$ cat config.mk
export PLATFORM = sky130hd
export DESIGN_NAME = conv_array_ctrl
export DESIGN_NICKNAME = d
export VERILOG_FILES = /design/src/rtl/conv_array_ctrl_pkg.sv /design/src/rtl/conv_valid_delay.sv /design/src/rtl/conv_array_ctrl.sv
export SDC_FILE = /design/constraint.sdc
export NUM_CORES = 1
export LEC_CHECK = 0
export ABC_AREA = 1
export BUFFER_PORTS_ARGS = -buffer_cell sky130_fd_sc_hd__buf_2
export CORE_ASPECT_RATIO = 0.9
export CORE_UTILIZATION = 40
export CTS_CLUSTER_SIZE = 14
export DETAILED_ROUTE_END_ITERATION = 8
export GPL_TIMING_DRIVEN = 0
export SETUP_SLACK_MARGIN = 0.05
export SLEW_MARGIN = 20
export SYNTH_ARGS = -nofsm -noshare
export SYNTH_HDL_FRONTEND = slang
export SYNTH_SLANG_ARGS = --single-unit
export TNS_END_PERCENT = 1
$ cat constraint.sdc
create_clock -name clk -period 2.55 [get_ports clk]
set_clock_uncertainty 0.1 [all_clocks]
set_input_delay 0.3825 -clock clk [delete_from_list [all_inputs] [get_ports clk]]
set_output_delay 0.3825 -clock clk [all_outputs]
set_load 0.1 [all_outputs]
$ cat src/rtl/conv_array_ctrl_pkg.sv
// Shared conv-layer definitions: array state codes, default sizes and
// the weight/bias ROM index helper.
package conv_array_ctrl_pkg;

   localparam int DATA_WIDTH          = 8;
   localparam int CONV_KERNEL_SIZE    = 3;
   localparam int CONV_IMAGE_SIZE     = 8;
   localparam int CONV_ARRAY_SIZE     = CONV_IMAGE_SIZE - CONV_KERNEL_SIZE + 1;
   localparam int CONV_RESULT_LATENCY = 4;
   localparam int WADDR_W             = 4;

   // State codes are seen directly by the kernel array, so they are fixed.
   typedef enum logic [2:0] {
      ST_INIT    = 3'd0,
      ST_PRELOAD = 3'd1,
      ST_ROW_0   = 3'd2,
      ST_ROW_1   = 3'd3,
      ST_ROW_2   = 3'd4,
      ST_BIAS    = 3'd5,
      ST_LOAD    = 3'd6,
      ST_IDLE    = 3'd7
   } state_t;

   // Row-major weight index inside a k x k kernel.
   function automatic logic [WADDR_W-1:0] weight_index(input int k, input int r, input int c);
      return WADDR_W'(k * r + c);
   endfunction

endpackage

$ cat src/rtl/conv_valid_delay.sv
// Fixed-depth shift register carrying a valid flag and a row tag, used to
// align "row finished" markers with the array's output latency.
// DEPTH must be at least 2.
module conv_valid_delay #(
   parameter int DEPTH = 4,
   parameter int TAG_W = 3
) (
   input  logic             clk,
   input  logic             rst_n,
   input  logic             i_valid,
   input  logic [TAG_W-1:0] i_tag,
   output logic             o_valid,
   output logic [TAG_W-1:0] o_tag,
   output logic             o_pending
);

   logic [DEPTH-1:0] r_vld;
   logic [TAG_W-1:0] r_tag [DEPTH];

   // Shift valid flags and tags one stage per cycle; reset empties the line.
   always_ff @(posedge clk or negedge rst_n) begin
      if (!rst_n) begin
         r_vld <= '0;
         for (int i = 0; i < DEPTH; i++) r_tag[i] <= '0;
      end else begin
         r_vld    <= {r_vld[DEPTH-2:0], i_valid};
         r_tag[0] <= i_tag;
         for (int i = 1; i < DEPTH; i++) r_tag[i] <= r_tag[i-1];
      end
   end

   assign o_valid   = r_vld[DEPTH-1];
   assign o_tag     = r_tag[DEPTH-1];
   assign o_pending = |r_vld;

endmodule

$ cat src/rtl/conv_array_ctrl.sv
// Sequencer for a KERNEL_SIZE x KERNEL_SIZE convolution array: preloads the
// line cache, walks the kernel rows with ROM addresses, injects the bias,
// fetches the next image row, and flags finished output rows.
module conv_array_ctrl
   import conv_array_ctrl_pkg::*;
#(
   parameter int KERNEL_SIZE    = CONV_KERNEL_SIZE,
   parameter int IMAGE_SIZE     = CONV_IMAGE_SIZE,
   parameter int ARRAY_SIZE     = CONV_ARRAY_SIZE,
   parameter int RESULT_LATENCY = CONV_RESULT_LATENCY
) (
   input  logic               clk,
   input  logic               rst_n,
   input  logic               i_start,
   output logic [2:0]         current_state,
   output logic [WADDR_W-1:0] o_weight_addr,
   output logic [2:0]         o_img_row_addr,
   output logic               o_img_row_en,
   output logic               o_result_valid,
   output logic [2:0]         o_result_row,
   output logic               o_busy,
   output logic               o_done
);

   localparam int COL_W = $clog2(KERNEL_SIZE);
   localparam int ROW_W = $clog2(ARRAY_SIZE);
   localparam int IMG_W = $clog2(IMAGE_SIZE);
   localparam logic [COL_W-1:0]   COL_LAST = COL_W'(KERNEL_SIZE - 1);
   localparam logic [ROW_W-1:0]   ROW_LAST = ROW_W'(ARRAY_SIZE - 1);
   localparam logic [WADDR_W-1:0] W_BIAS   = WADDR_W'(KERNEL_SIZE * KERNEL_SIZE);

   state_t               r_state;
   logic [COL_W-1:0]     r_col;
   logic [ROW_W-1:0]     r_row;
   logic [WADDR_W-1:0]   r_weight_addr;
   logic [IMG_W-1:0]     r_img_row_addr;
   logic                 r_img_row_en;

   logic [2:0]           w_state_code;
   logic [1:0]           w_krow;
   logic                 w_busy;
   logic                 w_pending;
   logic                 w_res_valid;
   logic [2:0]           w_res_row;

   assign w_state_code = r_state;
   // Kernel row currently being applied (meaningful only in ROW_0..ROW_2).
   assign w_krow       = 2'(w_state_code - 3'(ST_ROW_0));
   // Busy covers the active frame plus any results still in the delay line.
   assign w_busy       = ((r_state != ST_IDLE) && (r_state != ST_INIT)) || w_pending;

   // Main sequencer: state, counters and registered address/strobe outputs.
   always_ff @(posedge clk or negedge rst_n) begin
      if (!rst_n) begin
         r_state        <= ST_INIT;
         r_col          <= '0;
         r_row          <= '0;
         r_weight_addr  <= '0;
         r_img_row_addr <= '0;
         r_img_row_en   <= 1'b0;
      end else begin
         case (r_state)
            ST_INIT: r_state <= ST_IDLE;
            ST_IDLE: begin
               if (i_start && !w_busy) begin
                  r_state        <= ST_PRELOAD;
                  r_col          <= '0;
                  r_row          <= '0;
                  r_img_row_en   <= 1'b1;
                  r_img_row_addr <= '0;
                  r_weight_addr  <= '0;
               end
            end
            ST_PRELOAD: begin
               if (r_col == COL_LAST) begin
                  r_state       <= ST_ROW_0;
                  r_col         <= '0;
                  r_img_row_en  <= 1'b0;
                  r_weight_addr <= weight_index(KERNEL_SIZE, 0, 0);
               end else begin
                  r_col          <= r_col + COL_W'(1);
                  r_img_row_addr <= r_img_row_addr + IMG_W'(1);
               end
            end
            ST_ROW_0, ST_ROW_1, ST_ROW_2: begin
               if (r_col == COL_LAST) begin
                  r_col <= '0;
                  if (r_state == ST_ROW_2) begin
                     r_state       <= ST_BIAS;
                     r_weight_addr <= W_BIAS;
                  end else begin
                     r_state       <= (r_state == ST_ROW_0) ? ST_ROW_1 : ST_ROW_2;
                     r_weight_addr <= weight_index(KERNEL_SIZE, int'(w_krow) + 1, 0);
                  end
               end else begin
                  r_col         <= r_col + COL_W'(1);
                  r_weight_addr <= weight_index(KERNEL_SIZE, int'(w_krow), int'(r_col) + 1);
               end
            end
            ST_BIAS: begin
               if (r_row < ROW_LAST) begin
                  r_state        <= ST_LOAD;
                  r_img_row_en   <= 1'b1;
                  r_img_row_addr <= IMG_W'(r_row) + IMG_W'(KERNEL_SIZE);
                  r_weight_addr  <= '0;
               end else begin
                  r_state <= ST_IDLE;
               end
            end
            ST_LOAD: begin
               r_state       <= ST_ROW_0;
               r_row         <= r_row + ROW_W'(1);
               r_img_row_en  <= 1'b0;
               r_weight_addr <= weight_index(KERNEL_SIZE, 0, 0);
            end
            default: r_state <= ST_INIT;
         endcase
      end
   end

   conv_valid_delay #(
      .DEPTH (RESULT_LATENCY),
      .TAG_W (3)
   ) u_valid_delay (
      .clk       (clk),
      .rst_n     (rst_n),
      .i_valid   (r_state == ST_BIAS),
      .i_tag     (3'(r_row)),
      .o_valid   (w_res_valid),
      .o_tag     (w_res_row),
      .o_pending (w_pending)
   );

   assign current_state  = w_state_code;
   assign o_weight_addr  = r_weight_addr;
   assign o_img_row_addr = 3'(r_img_row_addr);
   assign o_img_row_en   = r_img_row_en;
   assign o_result_valid = w_res_valid;
   assign o_result_row   = w_res_row;
   assign o_busy         = w_busy;
   assign o_done         = w_res_valid && (w_res_row == 3'(ARRAY_SIZE - 1));

endmodule

Yosys cells after proc, flatten, opt, wreduce, memory -nomap -nowiden
Index checks and enable logic that the tools add are counted.

word-level totals
  register bits = 32
  output and inout bits = 17
  input port bits = 3

cells by class
  mux-type cells = 25
  $lt $le $gt $ge = 1
  reduce and logical (&&, ||, !) cells = 21
  eq/ne operators = 15
  multipliers = 2
  add/subtract/negate cells = 8

operators with widths
  cell                                                 count
  2-to-1 mux 3 bit                                     8
  2-to-1 mux 4 bit                                     5
  one-hot mux 4 bit (5 select lines)                   1
  one-hot mux 3 bit (6 select lines)                   1
  equality test 3 bit, second input constant           5
  AND reduction 4 bit                                  3
  != test 2 bit, second input constant                 5
  one-hot mux 3 bit (3 select lines)                   1
  OR reduction 4 bit                                   2
  adder 2 x 1 -> 3 bit, second input constant          2
  adder 3 x 1 -> 3 bit, second input constant          2
  equality test 3 x 2 -> 1 bit, second input constant  2
  one-hot mux 3 bit (2 select lines)                   1
  nonzero test 3 bit                                   2
  nonzero test 5 bit                                   1
  adder 4 x 3 -> 4 bit                                 1
  multiplier 2 x 2 -> 4 bit, first input constant      1
  multiplier 2 x 3 -> 4 bit, first input constant      1
  2-to-1 mux 1 bit                                     4
  2-to-1 mux 2 bit                                     2
  one-hot mux 1 bit (4 select lines)                   1
  one-hot mux 2 bit (2 select lines)                   1
  AND reduction 2 bit                                  2
  nonzero test 2 bit                                   2
  other kinds (14)                                     16

Depth between registers and ports, before layout
Gate-level depths: netlist (run 1).

  word-level depth = 7
  gate-level depth with buffers = 10
  depth with buffers taken out = 10

Modules after synthesis
Synthesis (run 1) repeated with hierarchy kept, for this count alone.

unflattened totals
  cell total of the unflattened synthesis = 228
  area, all modules = 1859.3 um2

by module, submodules not included
  module            times used  area an instance (um2)  cells each
  conv_array_ctrl   1           1425.1                  206
  conv_valid_delay  1           434.2                   22

Least setup slack after synthesis (run 1)
Ideal clock, no wire load.

  path kind = flip-flop to output port
  start = reg u_valid_delay.r_vld[3]
  end = out o_done
  arrival time = 3144 ps
  cell stages (with the launch flop) = 3
  slack = -1077 ps
  data required time = 2068 ps
  cell sequence = dfrtp_1 -> inv_1 -> nor3_1

between the ends
  cells in the longest elaborated chain, start to end = 1

ends and longest elaborated chain
  element                 line                    RTL
  start, declared         conv_valid_delay.sv:17  logic [DEPTH-1:0] r_vld;
  start signal, assigned  conv_valid_delay.sv:26  r_vld <= {r_vld[DEPTH-2:0], i_valid};
  logical AND 1 bit       conv_array_ctrl.sv:141  assign o_done = w_res_valid && (w_res_row == 3'(ARRAY_SIZE - 1));
  end, declared           conv_array_ctrl.sv:22   output logic o_done

No other way between the ends.

Worst setup path in the final report (run 1)
  start = reg r_state[0] (netlist: current_state[0])
  end = out o_busy

between the ends
  cells in the longest elaborated chain, start to end = 3

ends and longest elaborated chain
  element                                              line                   RTL
  start, declared                                      conv_array_ctrl.sv:32  state_t r_state;
  start signal, assigned                               conv_array_ctrl.sv:92  r_state <= (r_state == ST_ROW_0) ? ST_ROW_1 : ST_ROW_2;
  != test 3 bit or nonzero test 3 bit (tied branches)  conv_array_ctrl.sv:50  assign w_busy = ((r_state != ST_IDLE) && (r_state != ST_INIT)) || w_pending;
  logical AND 1 bit (*)                                conv_array_ctrl.sv:50
  logical OR 1 bit (*)                                 conv_array_ctrl.sv:50
  end, declared                                        conv_array_ctrl.sv:21  output logic o_busy,

Mark *: on every way between the ends. The rest lies on a longest branch, timed or not.

==> key figures, run 1 <==
Synthesis
  – Ys Warns: 0
  – Share of the yosys chip area belonging to registers: 44.0%
  – Post-Synthesis Cells: ~220
  – Yosys reg bits: 32
  – Netlist Area Pre-Place: 0.00182 mm2
  – Post-synth net total: 232
  – Synth Area per Inst: around 8.5 um2
  – Synth unique cells: 26

Critical path
  – Worst Path Buf+Inv: 3
  – CP peak stage delay: between 0.5 and 0.6 ns
  – Critical path class: flop to primary output
  – Worst r2r dst: o_weight_addr[1]$_DFFE_PN0P_
  – Data arrival time of the critical path: between 1.5 and 2 ns
  – CP Launch Type: flop
  – Kind of cell adding the most delay to the critical path: buffers and inverters
  – R2R setup slack: 0.23 ns
  – Crit path cell chain: clkinvlp_4 > ha_1 > inv_2 > o21ai_4 > nand2_1 > buf_2
  – Critical R2R Launch: current_state[0]$_DFFE_PN0P_
  – Slowest-stage cell, CP: dfrtp_2
  – Worst r2r path cells: 8
  – Critical Path Sink Type: primary output
  – CP Max Fanout: 11
  – Worst setup startpoint: current_state[0]$_DFFE_PN0P_
  – Req. time, crit path: 2.07 ns

CTS
  – Reg clk slew, reported paths: 0.07 ns
  – Sink Count: 32
  – Hold_buf cts: 0
  – Clk_lat worst skew: 0.29 ns
  – Clk buf depth: 2
  – Num CTS Buffers: 5
  – CTS tree: done
  – Root Driver: clkbuf_8
  – H-tree lvl count: 2

Layout
  – Nets: 259
  – Share of post-route cells with drive strength above 1: 24.7%
  – Syn-to-layout area delta: 16.8%
  – Ant diodes: 0
  – Fill cells: 408
  – Final Cell Area: between 0.002 and 0.0025 mm2
  – Util after Layout: approximately half

Global routing
  – Largest net degree at the start of global routing: 33
  – Number of antenna violations at the first check in global routing: 0
  – First-pass GRT wire length: roughly 5800 um
  – Tot GR Track Use: 16.0%
  – Number of global-route vias before repair: 1249
  – Overflow after GRT: 0

Route
  – Drt first pass iters: 4
  – Met1 Wirelength: 1820 um
  – Top sig layer: met4
  – Routed wl met2: roughly 1400 um
  – Starting DRT DRC Count: 57
  – Routed wl met3: roughly 150 um
  – Via count: 1396
  – Antenna Nets Post-Route: 0
  – Remaining DRCs: 0
  – Final Routed Wirelength: 3410 um
  – Via/cell ratio: roughly 4.6
  – Routed len/inst: 11.2 um

Floorplan
  – Starting Density: 43.3%
  – Core Area: ~0.0042 mm2
  – Die Wd: 73.1 um
  – Row count: 22
  – I/O Pins: 20
  – Die height: 66.0 um
  – Die area: 0.00483 mm2

Place
  – PortBufs: 19
  – DPL Wire Length: 2580 um
  – Placed cell areas: around 0.002 mm2
  – GP Congestion: ~0.77

Run status
  – Status: completed

Timing
  – Hold Vio Cnt, Final: 0
  – Fmax: 418 MHz
  – Max-slew headroom: 54.0%
  – Pins Over Slew Limit: 0
  – Final setup fails: 0
  – Least-Margin Pin Slew: 0.690 ns
  – Fin crit share: 93.8%
  – Min Clock Period, post-route: 2.39 ns
  – Unrepaired setup endpoints after global routing: no

Hold path
  – Min-Delay Path Class: input pin to asynchronous set/reset pin

Run
  – Max Cap Viol: 0
-- worst max-delay path by stage --
stage	slack (ns)	endpoint	depth (start not counted)
6_report	0.16	o_busy	6
5_1_grt	0.05	o_weight_addr[3]$_DFFE_PN0P_	10
4_1_cts	0.12	o_busy	6
3_5_place_dp	0.22	o_weight_addr[2]$_DFFE_PN0P_	8
3_3_place_gp	0.26	o_weight_addr[2]$_DFFE_PN0P_	8
2_1_floorplan	-0.04	o_busy	5
-- layer usage --
layer	global-route usage [%]	up-vias
li1	-	736
met1	22.6	630
met2	23.1	28
met3	5.03	2
met4	4.41	0
met5	0	-
-- flip-flops by register name (all words and copies together) (netlist names) --
register             flops
current_state            3
u_valid_delay.r_vld      4
r_row                    3
u_valid_delay.o_tag      3
u_valid_delay.r_tag      9
o_img_row_en             1
r_col                    2
o_weight_addr            4
o_img_row_addr           3
-- through the flow --
step	setup TNS, ns	setup WS, ns	hold slack [ns]	instances
2_1_floorplan	-0.0398	-0.0396	-0.0131	215
3_3_place_gp	0	0.264	0.231	294
3_5_place_dp	0	0.224	0.235	294
4_1_cts	0	0.118	0.0675	302
5_1_grt	0	0.0540	0.0961	303
6_report	0	0.158	0.0326	303
-- area by class of cell --
type | instances | area, um2 | area share [%]
Multi-Input combinational cell | 147 | 871 | 40.9
Sequential cell | 32 | 803 | 37.7
Inverter | 31 | 120 | 5.64
Timing Repair Buffer | 20 | 103 | 4.82
Tap cell | 60 | 75.1 | 3.53
Clock buffer | 5 | 68.8 | 3.23
Buffer | 5 | 45.0 | 2.12
Clock inverter | 3 | 42.5 | 2.00
-- cell families (layout without fill, tap and decap cells) --
| logic type | count (synthesis) | after routing | share of synthesized area [%] |
|---|---|---|---|
| compound gates | 20 | 20 | 6.80 |
| fa+ha+maj | 14 | 14 | 10.4 |
| xor+xnor | 3 | 3 | 1.44 |
| simple gates | 110 | 110 | 28.5 |
| flops | 32 | 32 | 44.0 |
| buf+inv | 36 | 64 | 8.86 |
-- cell usage after synthesis --
master / count / area share [%]
a21oi_1: 2 / 0.55
buf_4: 3 / 1.2
buf_6: 2 / 1.2
dfrtp_1: 32 / 44
fa_1: 2 / 2.2
ha_1: 12 / 8.2
inv_1: 27 / 5.6
inv_2: 4 / 0.82
nand2_1: 59 / 12
nand2_2: 6 / 2.1
nand2_4: 1 / 0.62
nand3_1: 14 / 3.8
nand3_2: 4 / 2.2
nand4_1: 6 / 2.1
nor2_1: 12 / 2.5
nor2_2: 3 / 1.0
nor2_4: 2 / 1.2
nor3_1: 3 / 0.82
o211ai_1: 1 / 0.41
o21ai_0: 7 / 1.9
o21ai_1: 5 / 1.4
o21ai_2: 2 / 0.96
o21ai_4: 1 / 0.89
o22ai_1: 2 / 0.69
xnor2_1: 1 / 0.48
xor2_1: 2 / 0.96
-- timing repair --
| action | in CTS | in global routing |
|---|---|---|
| setup buffers | 0 | 1 |
| resized for setup | 0 | 1 |
| setup endpoints to repair | 0 | 2 |
-- placed cells by master, fill, tap and decap left out, types with 3 or more instances in the layout --
cell,instances
inv_1,26
buf_2,19
nand2_1,59
o21ai_1,5
nor2_2,3
buf_4,4
nand4_1,6
nor2_1,12
o21ai_0,7
nand2_2,6
ha_1,12
dfrtp_1,30
inv_2,4
nand3_2,4
nand3_1,14
clkbuf_8,5
Power of run 1 is left out: the tool's default activity adds up to more than one toggle a clock period on the data nets, which glitch-free logic cannot reach.
==> run 2: changes to the inputs <==
- CORE_UTILIZATION: 40 -> 55
- PLACE_DENSITY: not set -> 0.76
==> run 2 against run 1 <==
Against the previous run:
- wire length rose by 1.1%
- non-clock buffer count rose by 2
- sequential share of layout area rose by 0.16 points
- critical path type is now flop to flop
- die area fell by 27%
- count of clock-buffer cells in the layout did not move
- setup slack improved by 0.12 ns
- first-iteration DRC count rose by 61%
- worst hold slack barely moved
- via count rose by 2.9%
==> key figures, run 2 (same netlist as run 1, synthesis figures left out) <==
Run status
  – Status: completed

Critical path
  – Req. time, crit path: 2.67 ns (+0.60 ns)
  – Critical Path Sink Type: flop
  – Critical path class: flop to flop
  – Data arrival time of the critical path: 2.39 ns (+0.48 ns)
  – CP Launch Type: flop
  – CP Max Fanout: 7 (-4)

Timing
  – Max-slew headroom: 54.7% (+0.72 points)
  – Unrepaired setup endpoints after global routing: no
  – Worst hold margin: 0.0322 ns (-0.000418 ns)
  – Fmax: 440 MHz (+5.3%)
  – Least-Margin Pin Slew: 0.679 ns (-0.0108 ns)
  – Pins Over Slew Limit: 0 (unchanged)
  – Hold Vio Cnt, Final: 0 (unchanged)
  – Min Clock Period, post-route: 2.27 ns (-0.121 ns)
  – Fin crit share: 89.1% (-4.7 points)
  – Final setup fails: 0 (unchanged)

Place
  – DPL Wire Length: 2500 um (-2.9%)
  – PortBufs: 19 (unchanged)
  – GP Congestion: 0.837 (+8.7%)

Floorplan
  – Starting Density: 58.5% (+15 points)
  – I/O Pins: 20 (unchanged)
  – Die Wd: 62.7 um (-14%)
  – Row count: 19 (-14%)
  – Die height: 56.6 um (-14%)
  – Core Area: 0.00311 mm2 (-26%)
  – Die area: 0.00355 mm2 (-27%)

Hold path
  – Min-Delay Path Class: input pin to asynchronous set/reset pin

Global routing
  – Number of global-route vias before repair: 1314 (+5.2%)
  – Tot GR Track Use: 22.3% (+6.3 points)
  – Number of antenna violations at the first check in global routing: 0 (unchanged)
  – Largest net degree at the start of global routing: 33 (unchanged)
  – Overflow after GRT: 0 (unchanged)
  – First-pass GRT wire length: 6030 um (+4.8%)

Route
  – Starting DRT DRC Count: 92 (+61%)
  – Antenna Nets Post-Route: 0 (unchanged)
  – Via count: 1436 (+2.9%)
  – Final Routed Wirelength: 3440 um (+1.1%)
  – Drt first pass iters: 4 (unchanged)
  – Remaining DRCs: 0 (unchanged)
  – Routed len/inst: 12.0 um (+6.7%)
  – Via/cell ratio: 5.00 (+8.6%)

Layout
  – Share of post-route cells with drive strength above 1: 24.9% (+0.21 points)
  – Max FFs per register: 9 (unchanged)
  – Most frequent cells in the layout: nand2_1 (59), dfrtp_1 (30), inv_1 (27)
  – Nets: 261 (+0.77%)
  – Ant diodes: 0 (unchanged)
  – Syn-to-layout area delta: 16.3%
  – Largest Register: u_valid_delay.r_tag
  – Most common cell after layout, fill and taps aside: nand2_1

CTS
  – Root Driver: clkbuf_8
  – Clk_lat worst skew: 0.28 ns (about the same)
  – H-tree lvl count: 2 (unchanged)
  – Clk buf depth: 2 (unchanged)
  – CTS tree: done
  – Sink Count: 32 (unchanged)
  – Hold_buf cts: 0 (unchanged)
  – Num CTS Buffers: 5 (unchanged)
  – Reg clk slew, reported paths: 0.07 ns (about the same)

Run
  – Max Cap Viol: 0 (unchanged)
==> run 2: critical path, cell delays in order (launching register included) <==
cell and delay (ns):
dfrtp_2 0.43, inv_1 0.21, fa_1 0.49, fa_1 0.45, nand2_1 0.08, nand3_1 0.07
a21oi_1 0.20, nand4_1 0.11, nand2_1 0.07
==> run 2: path summary, 6_finish.rpt <==
path | start | endpoint | slack (ns) | depth (start not counted)
setup reg to reg | current_state[0]$_DFFE_PN0P_ | o_weight_addr[2]$_DFFE_PN0P_ | 0.28 | 8
hold reg to reg | u_valid_delay.r_tag[6]$_DFF_PN0_ | u_valid_delay.r_tag[3]$_DFF_PN0_ | 0.25 | 0
min in group clk | u_valid_delay.r_tag[6]$_DFF_PN0_ | u_valid_delay.r_tag[3]$_DFF_PN0_ | 0.25 | 0
setup / recovery | current_state[0]$_DFFE_PN0P_ | o_weight_addr[2]$_DFFE_PN0P_ | 0.28 | 8
hold / removal | rst_n | r_col[0]$_DFFE_PN0P_ | 0.03 | 1
max in group asynchronous | rst_n | current_state[0]$_DFFE_PN0P_ | 1.85 | 1
==> run 2: layer usage <==
layer / part of all wire (%) / global-route usage, % / up-vias
met2: 43 / 31.7 / 42
met4: 2.4 / 8.31 / 0
li1: - / - / 737
met1: 51 / 32.4 / 647
met3: 3.7 / 5.89 / 10
met5: 0 / 0 / -
==> run 2: repair_timing <==
| action | CTS | global route |
|---|---|---|
| gates resized for setup | 0 | 1 |
| setup endpoints to repair | 0 | 2 |
| hold endpoints to repair | 0 | 0 |
| setup buffers | 0 | 3 |
==> run 2: cell type report <==
cell class                      count  area, um2
Clock inverter                      3       42.5
Sequential cell                    32        803
Fill cell                         252        995
Timing Repair Buffer               22        120
Multi-Input combinational cell    147        871
Inverter                           31        116
Tap cell                           42       52.6
Buffer                              5       45.0
Clock buffer                        5       68.8
==> run 2: metrics by stage <==
step | cells | setup TNS, ns | worst slack (ns) | utilization, % | instance area [um2]
finish | 287 | 0 | 0.279 | 68.1 | 2120
global route | 287 | 0 | 0.156 | 68.1 | 2120
CTS | 284 | 0 | 0.152 | 67.3 | 2090
detailed placement | 276 | 0 | 0.209 | 63.7 | 1980
global placement | 276 | 0 | 0.284 | 63.7 | 1980
floorplan | 215 | -0.0398 | -0.0396 | - | 1840
Power of run 2 is left out for the same reason.
